===== config.mk =====
export PLATFORM = sky130hd
export DESIGN_NAME = mem_arbiter
export DESIGN_NICKNAME = d
export VERILOG_FILES = /design/src/rtl/mem_arbiter.sv
export SDC_FILE = /design/constraint.sdc
export NUM_CORES = 1
export LEC_CHECK = 0
export CELL_PAD_IN_SITES_DETAIL_PLACEMENT = 1
export CELL_PAD_IN_SITES_GLOBAL_PLACEMENT = 1
export CORE_MARGIN = 4
export CORE_UTILIZATION = 22
export CTS_BUF_LIST = sky130_fd_sc_hd__clkbuf_16
export CTS_CLUSTER_SIZE = 30
export DETAILED_ROUTE_END_ITERATION = 16
export PLACE_DENSITY = 0.88
export SYNTH_ARGS = -nofsm -noshare
export SYNTH_HDL_FRONTEND = slang
export SYNTH_SLANG_ARGS = --single-unit

===== constraint.sdc =====
create_clock -name clock -period 1.3 [get_ports clock]
set_input_delay 0.26 -clock clock [delete_from_list [all_inputs] [get_ports clock]]
set_output_delay 0.26 -clock clock [all_outputs]
set_load 0.05 [all_outputs]

===== src/rtl/mem_arbiter.sv =====
// mem_arbiter: CPU/DMA round-robin arbiter onto a byte-wide memory.
// A granted transfer runs IDLE -> LO [-> HI] -> FIN -> IDLE; memory read data
// arrives one cycle after its address, so each byte is captured on the
// following state's edge. Ack and rdata appear together in the cycle after FIN.
// Optional feature: define MEMARB_WORD_EN to enable 16-bit (two-byte) transfers.
module mem_arbiter (
    input  logic        clock,
    input  logic        reset_n,
    input  logic        c_req,
    input  logic        c_we,
    input  logic        c_word,
    input  logic [19:0] c_addr,
    input  logic [15:0] c_wdata,
    output logic        c_ack,
    output logic [15:0] c_rdata,
    input  logic        d_req,
    input  logic        d_we,
    input  logic        d_word,
    input  logic [19:0] d_addr,
    input  logic [15:0] d_wdata,
    output logic        d_ack,
    output logic [15:0] d_rdata,
    output logic [19:0] address,
    output logic [7:0]  out,
    output logic        wren,
    input  logic [7:0]  data
);

`ifdef MEMARB_WORD_EN
    typedef enum logic [1:0] {IDLE, LO, HI, FIN} state_t;
`else
    typedef enum logic [1:0] {IDLE, LO, FIN} state_t;
`endif

    state_t      state;
    logic        last_dma;   // 1: DMA was granted most recently
    logic        gnt_dma;    // owner of the transfer in flight
    logic        we_q;
    logic        c_go, d_go, pick_dma, sel_we;
    logic [19:0] sel_addr;
    logic [7:0]  sel_wlo;
    logic [15:0] rd_val;

`ifdef MEMARB_WORD_EN
    logic        word_q, sel_word;
    logic [19:0] addr_q;
    logic [7:0]  wdata_hi_q, sel_whi, lo_byte;
`else
    // Byte-only build: word flags and upper write bytes have no effect.
    logic unused_word;
    assign unused_word = c_word ^ d_word ^ (^c_wdata[15:8]) ^ (^d_wdata[15:8]);
`endif

    // Grant selection and read-data assembly.
    always_comb begin
        // A port still holding req during its own ack cycle is finishing,
        // not asking again, so it is masked for that one IDLE sample.
        c_go     = c_req & ~c_ack;
        d_go     = d_req & ~d_ack;
        pick_dma = d_go & (~c_go | ~last_dma);
        sel_we   = pick_dma ? d_we         : c_we;
        sel_addr = pick_dma ? d_addr       : c_addr;
        sel_wlo  = pick_dma ? d_wdata[7:0] : c_wdata[7:0];
        rd_val   = {8'h00, data};
`ifdef MEMARB_WORD_EN
        sel_word = pick_dma ? d_word        : c_word;
        sel_whi  = pick_dma ? d_wdata[15:8] : c_wdata[15:8];
        if (word_q) rd_val = {data, lo_byte};
`endif
    end

    // Transfer FSM with registered memory-side and port-side outputs.
    always_ff @(posedge clock) begin
        if (!reset_n) begin
            state    <= IDLE;
            wren     <= 1'b0;
            address  <= 20'h0;
            out      <= 8'h0;
            c_ack    <= 1'b0;
            d_ack    <= 1'b0;
            c_rdata  <= 16'h0;
            d_rdata  <= 16'h0;
            last_dma <= 1'b1;
            gnt_dma  <= 1'b0;
            we_q     <= 1'b0;
`ifdef MEMARB_WORD_EN
            word_q     <= 1'b0;
            addr_q     <= 20'h0;
            wdata_hi_q <= 8'h0;
            lo_byte    <= 8'h0;
`endif
        end else begin
            c_ack <= 1'b0;
            d_ack <= 1'b0;
            case (state)
                IDLE: begin
                    wren <= 1'b0;
                    if (c_go || d_go) begin
                        gnt_dma  <= pick_dma;
                        last_dma <= pick_dma;
                        we_q     <= sel_we;
                        address  <= sel_addr;
                        out      <= sel_wlo;
                        wren     <= sel_we;
`ifdef MEMARB_WORD_EN
                        word_q     <= sel_word;
                        addr_q     <= sel_addr;
                        wdata_hi_q <= sel_whi;
`endif
                        state    <= LO;
                    end
                end
                LO: begin
`ifdef MEMARB_WORD_EN
                    if (word_q) begin
                        address <= addr_q + 20'd1;   // wraps 0xFFFFF -> 0x00000
                        out     <= wdata_hi_q;
                        wren    <= we_q;
                        state   <= HI;
                    end else begin
                        wren  <= 1'b0;
                        state <= FIN;
                    end
`else
                    wren  <= 1'b0;
                    state <= FIN;
`endif
                end
`ifdef MEMARB_WORD_EN
                HI: begin
                    lo_byte <= data;                 // response to the LO address
                    wren    <= 1'b0;
                    state   <= FIN;
                end
`endif
                FIN: begin
                    wren <= 1'b0;
                    if (!we_q) begin
                        if (gnt_dma) d_rdata <= rd_val;
                        else         c_rdata <= rd_val;
                    end
                    if (gnt_dma) d_ack <= 1'b1;
                    else         c_ack <= 1'b1;
                    state <= IDLE;
                end
                default: begin
                    wren  <= 1'b0;
                    state <= IDLE;
                end
            endcase
        end
    end

endmodule


## Yosys cells after proc, flatten, opt, wreduce, memory -nomap -nowiden

Cells that the tools add are included.

| operators by class | value |
|---|---|
| equality and inequality tests | 3 |
| mux-type cells | 7 |
| bitwise operators | 10 |
| reduce and logical (&&, ||, !) cells | 7 |

Operator list:

| operator | count |
|---|---|
| 20-bit two-way mux | 1 |
| 3-bit AND reduction | 3 |
| 8-bit two-way mux | 1 |
| 1-bit NOT | 6 |
| 2-bit case mux with 2 select lines | 1 |
| 2-bit AND reduction | 2 |
| 1-bit AND | 3 |
| 1-bit two-way mux | 3 |
| 2-bit by 1-bit == test with 1-bit output, second input constant | 1 |
| 2-bit == test, second input constant | 1 |
| 2-bit zero test | 1 |
| 2-bit two-way mux | 1 |
| 2-bit != test, second input constant | 1 |
| 1-bit logical OR | 1 |
| 1-bit OR | 1 |

| storage, ports and cells | value |
|---|---|
| bits in registers | 52 |
| word-level logic and storage cells | 38 |

## Longest topological paths before layout

Gate-level depths: netlist (run 1).

| depth | value |
|---|---|
| word-level depth | 6 |
| depth in mapped cells | 6 |
| mapped depth without buffers | 4 |

## Least setup slack after synthesis (run 1)

No wires, ideal clock.

| timing path | value |
|---|---|
| kind | register to register |
| start | register d_ack |
| end | register address[10] |
| library setup time | 74 ps |
| arrival time | 1383 ps |
| required time | 1226 ps |
| path slack | -157 ps |
| stages on the path, launching flop included | 6 |
| buffers on the path | 2 |
| period minus slack after synthesis | 1457 ps |
| path through | dfxtp_1 > nor2b_1 > o21a_2 > buf_2 > buf_6 > a31oi_1 |

| on the way | value |
|---|---|
| longest elaborated chain between the ends | 4 |
| elaborated cells between the ends (all ways) | 6 |

Ends and longest elaborated chain:

| item | RTL line | source |
|---|---|---|
| from (decl) | 21 | `output logic d_ack,` |
| from (signal assigned) | 80 | `d_ack <= 1'b0;` |
| from (signal assigned) | 94 | `d_ack <= 1'b0;` |
| from (signal assigned) | 142 | `if (gnt_dma) d_ack <= 1'b1;` |
| 1-bit NOT (*) | 59 | `d_go = d_req & ~d_ack;` |
| 1-bit AND (*) | 59 |  |
| 1-bit AND or 1-bit logical OR (tied branches) | 60, 98 |  |
| 20-bit two-way mux or 2-bit AND reduction (tied branches) | -- |  |
| to (signal assigned) | 102 | `address <= sel_addr;` |
| to (decl) | 23 | `output logic [19:0] address,` |

Mark *: on every way between the ends. The rest lies on a longest branch, timed or not.
A chain may end at the register's enable or synchronous reset.

## Worst setup path after layout (run 1)

| timing path | value |
|---|---|
| start | register c_ack |
| end | register address[3] |

| on the way | value |
|---|---|
| longest elaborated chain between the ends | 6 |
| elaborated cells between the ends (all ways) | 8 |

Ends and longest elaborated chain:

| item | RTL line | source |
|---|---|---|
| from (decl) | 14 | `output logic c_ack,` |
| from (signal assigned) | 79 | `c_ack <= 1'b0;` |
| from (signal assigned) | 93 | `c_ack <= 1'b0;` |
| from (signal assigned) | 143 | `else c_ack <= 1'b1;` |
| 1-bit NOT (*) | 58 | `c_go = c_req & ~c_ack;` |
| 1-bit AND (*) | 58 |  |
| 1-bit NOT | 60 | `pick_dma = d_go & (~c_go \| ~last_dma);` |
| 1-bit OR | 60 |  |
| 1-bit AND | 60 |  |
| 20-bit two-way mux | 62 | `sel_addr = pick_dma ? d_addr : c_addr;` |

Marks and branches as above.

==> results, run 1 <==
- The via count of the first global-routing pass came to roughly 2.6k.
- The number of antenna diodes is 0.
- The commonest non-fill, non-tap cell in the layout is sky130_fd_sc_hd__nand2_1.
- Setup repair after global routing could not meet its margin everywhere.
- The tool flagged a number of max-cap violations equal to 0.
- Clock latency on the worst-skew pair, taken at its later pin, is 0.29 ns.
- The maximum count of clock buffers along a single path is 2.
- At the worst endpoint, the arrival time is 1.48 ns.
- The critical path goes through nor2b_2 -> o21a_4 -> buf_12 -> buf_12 -> o21ai_0 -> a31oi_1.
- The clock drives 52 sinks.
- During synthesis, Yosys emitted a total of 0 warnings.
- Together, buffers and inverters on the worst path number 2.
- Cells with a size suffix above 1 make up a little over a quarter of the layout.
- The number of cells in the finished layout apart from fillers is approximately 530.
- The part of the Yosys area used for sequential elements is a little under half.
- The final number of max-transition violations came to 0.
- Summed over all layers, the routed wires come to 8.30 mm.
- The average via count per standard cell is between 4 and 5.
- The number of buffers created by CTS is 5.
- The setup slack of the critical path after layout is -0.00712 ns.
- The final reports fail on negative setup slack.
- The worst setup path is captured at a flop.
- The count of port buffers added during placement is ~120.
- The floorplan step defined a die boundary enclosing 11,800 um2.
- The required time of the worst setup path is between 1 and 1.5 ns.
- The pre-antenna-repair detailed-routing pass consisted of 4 iterations.
- By instance count, the cell type seen most on the critical path is sky130_fd_sc_hd__buf_12.
- The first global-routing pass estimated around 13 mm of wire.
- The number of different library cells in the post-synthesis netlist is 25.
- The worst-case hold slack is ~0.5 ns.
- The post-placement cell area is 4020 um2.
- The leftover overflow at the end of global routing is 0.
- The number of antenna violations at the first check in global routing came to 0.
- In this run the worst hold path is classified as reg2reg.
- The utilization after layout is between 40% and 50%.
- The cell area that synthesis handed to floorplanning was approximately 2200 um2.
- The final-report setup violation count is 1.
- The cell count after synthesis came out at between 200 and 300.
- In this run the worst path has a maximum fanout of 6.
- Clock tree synthesis selected as its root buffer the cell sky130_fd_sc_hd__clkbuf_16.
- The cell accounting for the most synthesized area is sky130_fd_sc_hd__dfxtp_1.
- The HPWL reported at the end of detailed placement is 6.25 mm.
- The violation count after the first detailed-routing iteration is 71.
- STA classifies the critical path startpoint as a flop.
- Of the available clock period, the critical path in the final layout requires 101%.
- The clock arrives with 0.00423 ns of skew.
- Based on the critical path, the design can be clocked at up to about 770 MHz.
- The die extent in y is between 100 and 150 um.
- During I/O placement, the number of pins put on the boundary was 151.
- The maximum number of pins on one net before global-route repair is 52.
- The slowest cell on the critical path is sky130_fd_sc_hd__dfxtp_2.
- After floorplanning, the core was divided into 36 placement rows.
- The count of placed standard cells including taps is around 510.
- The worst vdd rail ir drop is 0.600 mV.
- The net count of the finished layout is about 490.
- The count of nets left with antenna violations after detail routing is 0.
- The top cell type by area accounts for around 47% of the synthesized area.
- The floorplan step defined a core boundary enclosing roughly 9800 um2.
- The average wire per standard cell is 15.6 um.
- For this block, the via count after detailed routing is about 2.3k.
- OpenSTA, run right after detailed placement, puts the worst setup slack at -0.502 ns.
- The synthesized flop and latch total is 52.
- The clock period minus final worst setup slack is around 1.3 ns.
- The number of buffers added to fix hold violations after cts is 0.
- The clock slew at the register clock pins of the worst setup and hold paths is 0.07 ns.
- In this design, the stage delay of the slowest critical-path cell is around 0.35 ns.
- The power per cell area is about 1200 nW/um2.
- With fillers left out, the area of the finished cells amounts to roughly 4500 um2.
- The final-report hold violation count was 0.
- The average size of a mapped cell is 8.38 um2.
- In the layout the commonest cells are sky130_fd_sc_hd__nand2_1, sky130_fd_sc_hd__clkdlybuf4s50_1, sky130_fd_sc_hd__buf_12, sky130_fd_sc_hd__dfxtp_1, sky130_fd_sc_hd__a31oi_1.
- The deepest level of the CTS H-tree is 2.
- The run finished, with violations left.
- In the routed design, unresolved DRC markers number 0.
- The synthesis-to-layout area growth is 102%.
- The total global routing track utilization is 14.2%.
- TritonCTS built the clock tree.
- The cell family with the largest share of critical-path delay is compound AO/OA/AOI/OAI gates.
- Yosys attributes the largest share of cell area to sky130_fd_sc_hd__dfxtp_1, sky130_fd_sc_hd__nand2_1, sky130_fd_sc_hd__a31oi_1.
- The starting density of the core is a little under a quarter.
- The analysis attributes to cell leakage a power of approximately 1.8 nW.
- The critical path in this run is classified as reg2reg.
- At the end of routability-driven placement, the weighted congestion stood at between 0.7 and 0.8.
- The die extent in x is about 110 um.
-- per-layer routing --
metal	track usage (%)	share of wire [%]	vias to the layer above
met5	0	0	-
met1	14.0	36	1104
met4	3.25	1.1	0
li1	-	-	1129
met3	4.78	7.8	6
met2	28.3	56	83
-- path summary, 6_finish.rpt --
path / start / end / slack (ns) / depth (start not counted)
worst max register to register: c_ack$_SDFF_PN0_ / address[3]$_SDFFE_PN0P_ / -0.007 / 6
worst min-delay path: c_rdata[4]$_SDFFE_PN0P_ / c_rdata[4]$_SDFFE_PN0P_ / 0.49 / 2
worst min register to register: c_rdata[4]$_SDFFE_PN0P_ / c_rdata[4]$_SDFFE_PN0P_ / 0.49 / 2
worst max-delay path: c_ack$_SDFF_PN0_ / address[3]$_SDFFE_PN0P_ / -0.007 / 6
-- power breakdown --
| group | total, mW | switching (mW) | internal (mW) |
|---|---|---|---|
| registers | 1.88 | 0.147 | 1.73 |
| logic | 1.98 | 0.966 | 1.01 |
| clock network | 1.52 | 0.612 | 0.906 |
-- worst min-delay path, cell delays in order (launching register included) --
cell and delay, ns:
sky130_fd_sc_hd__dfxtp_1 0.34, sky130_fd_sc_hd__nand2_1 0.06, sky130_fd_sc_hd__a21boi_1 0.05
-- through the flow --
stage                     setup TNS (ns)  total power [mW]
after floorplan                        0              2.72
after global placement            -13.05              3.59
after detailed placement          -15.00              3.64
after CTS                              0              5.40
after global routing              -0.247              5.61
final                           -0.00712              5.37
-- cell families (layout without fill, tap and decap cells) --
family	Yosys count	in the layout	share of synthesized area (%)
flip-flops	52	52	46.9
AND/OR/NAND/NOR	100	100	21.0
buffers and inverters	35	153	9.86
AO/OA/AOI/OAI	69	69	18.5
multiplexers	8	8	3.61
other	1	16	0.169
-- flip-flops by register name, indices dropped and copies added (netlist names) --
signal	count
address	20
c_rdata	8
d_rdata	8
out	8
state	2
c_ack	1
d_ack	1
gnt_dma	1
last_dma	1
we_q	1
wren	1
-- cells in the mapped netlist (all sizes together) --
master / number
nand2: 77
a31oi: 29
buf: 29
or2b: 1
mux2i: 8
o21ai: 29
o21a: 1
nor4b: 1
clkbuf: 6
dfxtp: 52
or4b: 1
a21boi: 10
conb: 1
nand3: 1
nand2b: 1
nor2: 2
and4b: 1
and4bb: 2
nor2b: 10
and2: 2
nand3b: 1
-- layout make-up --
class	instances	area [um2]
clock buffers	5	125
clock inverters	3	42.5
fillers	1094	5320
multi-input cells	193	1090
flip-flops and latches	52	1050
well taps	133	166
repair buffers	145	2030
-- repair_timing --
| action | CTS | global route |
|---|---|---|
| setup endpoints to repair | 36 | 36 |
| cloned | 4 | 0 |
| setup buffers | 9 | 1 |
| gates resized for setup | 30 | 17 |
| pin swaps | 2 | 1 |
Note: power is estimated with default switching activity, not from simulation.
==> inputs of run 2 (changes only) <==
--- a/config.mk
+++ b/config.mk
@@ -12,6 +12,7 @@
 export CTS_BUF_LIST = sky130_fd_sc_hd__clkbuf_16
 export CTS_CLUSTER_SIZE = 30
 export DETAILED_ROUTE_END_ITERATION = 16
+export HOLD_SLACK_MARGIN = 0.15
 export PLACE_DENSITY = 0.88
 export SYNTH_ARGS = -nofsm -noshare
 export SYNTH_HDL_FRONTEND = slang
==> results of run 2 <==
Final layout, timing and power as in run 1 (identical DEF).
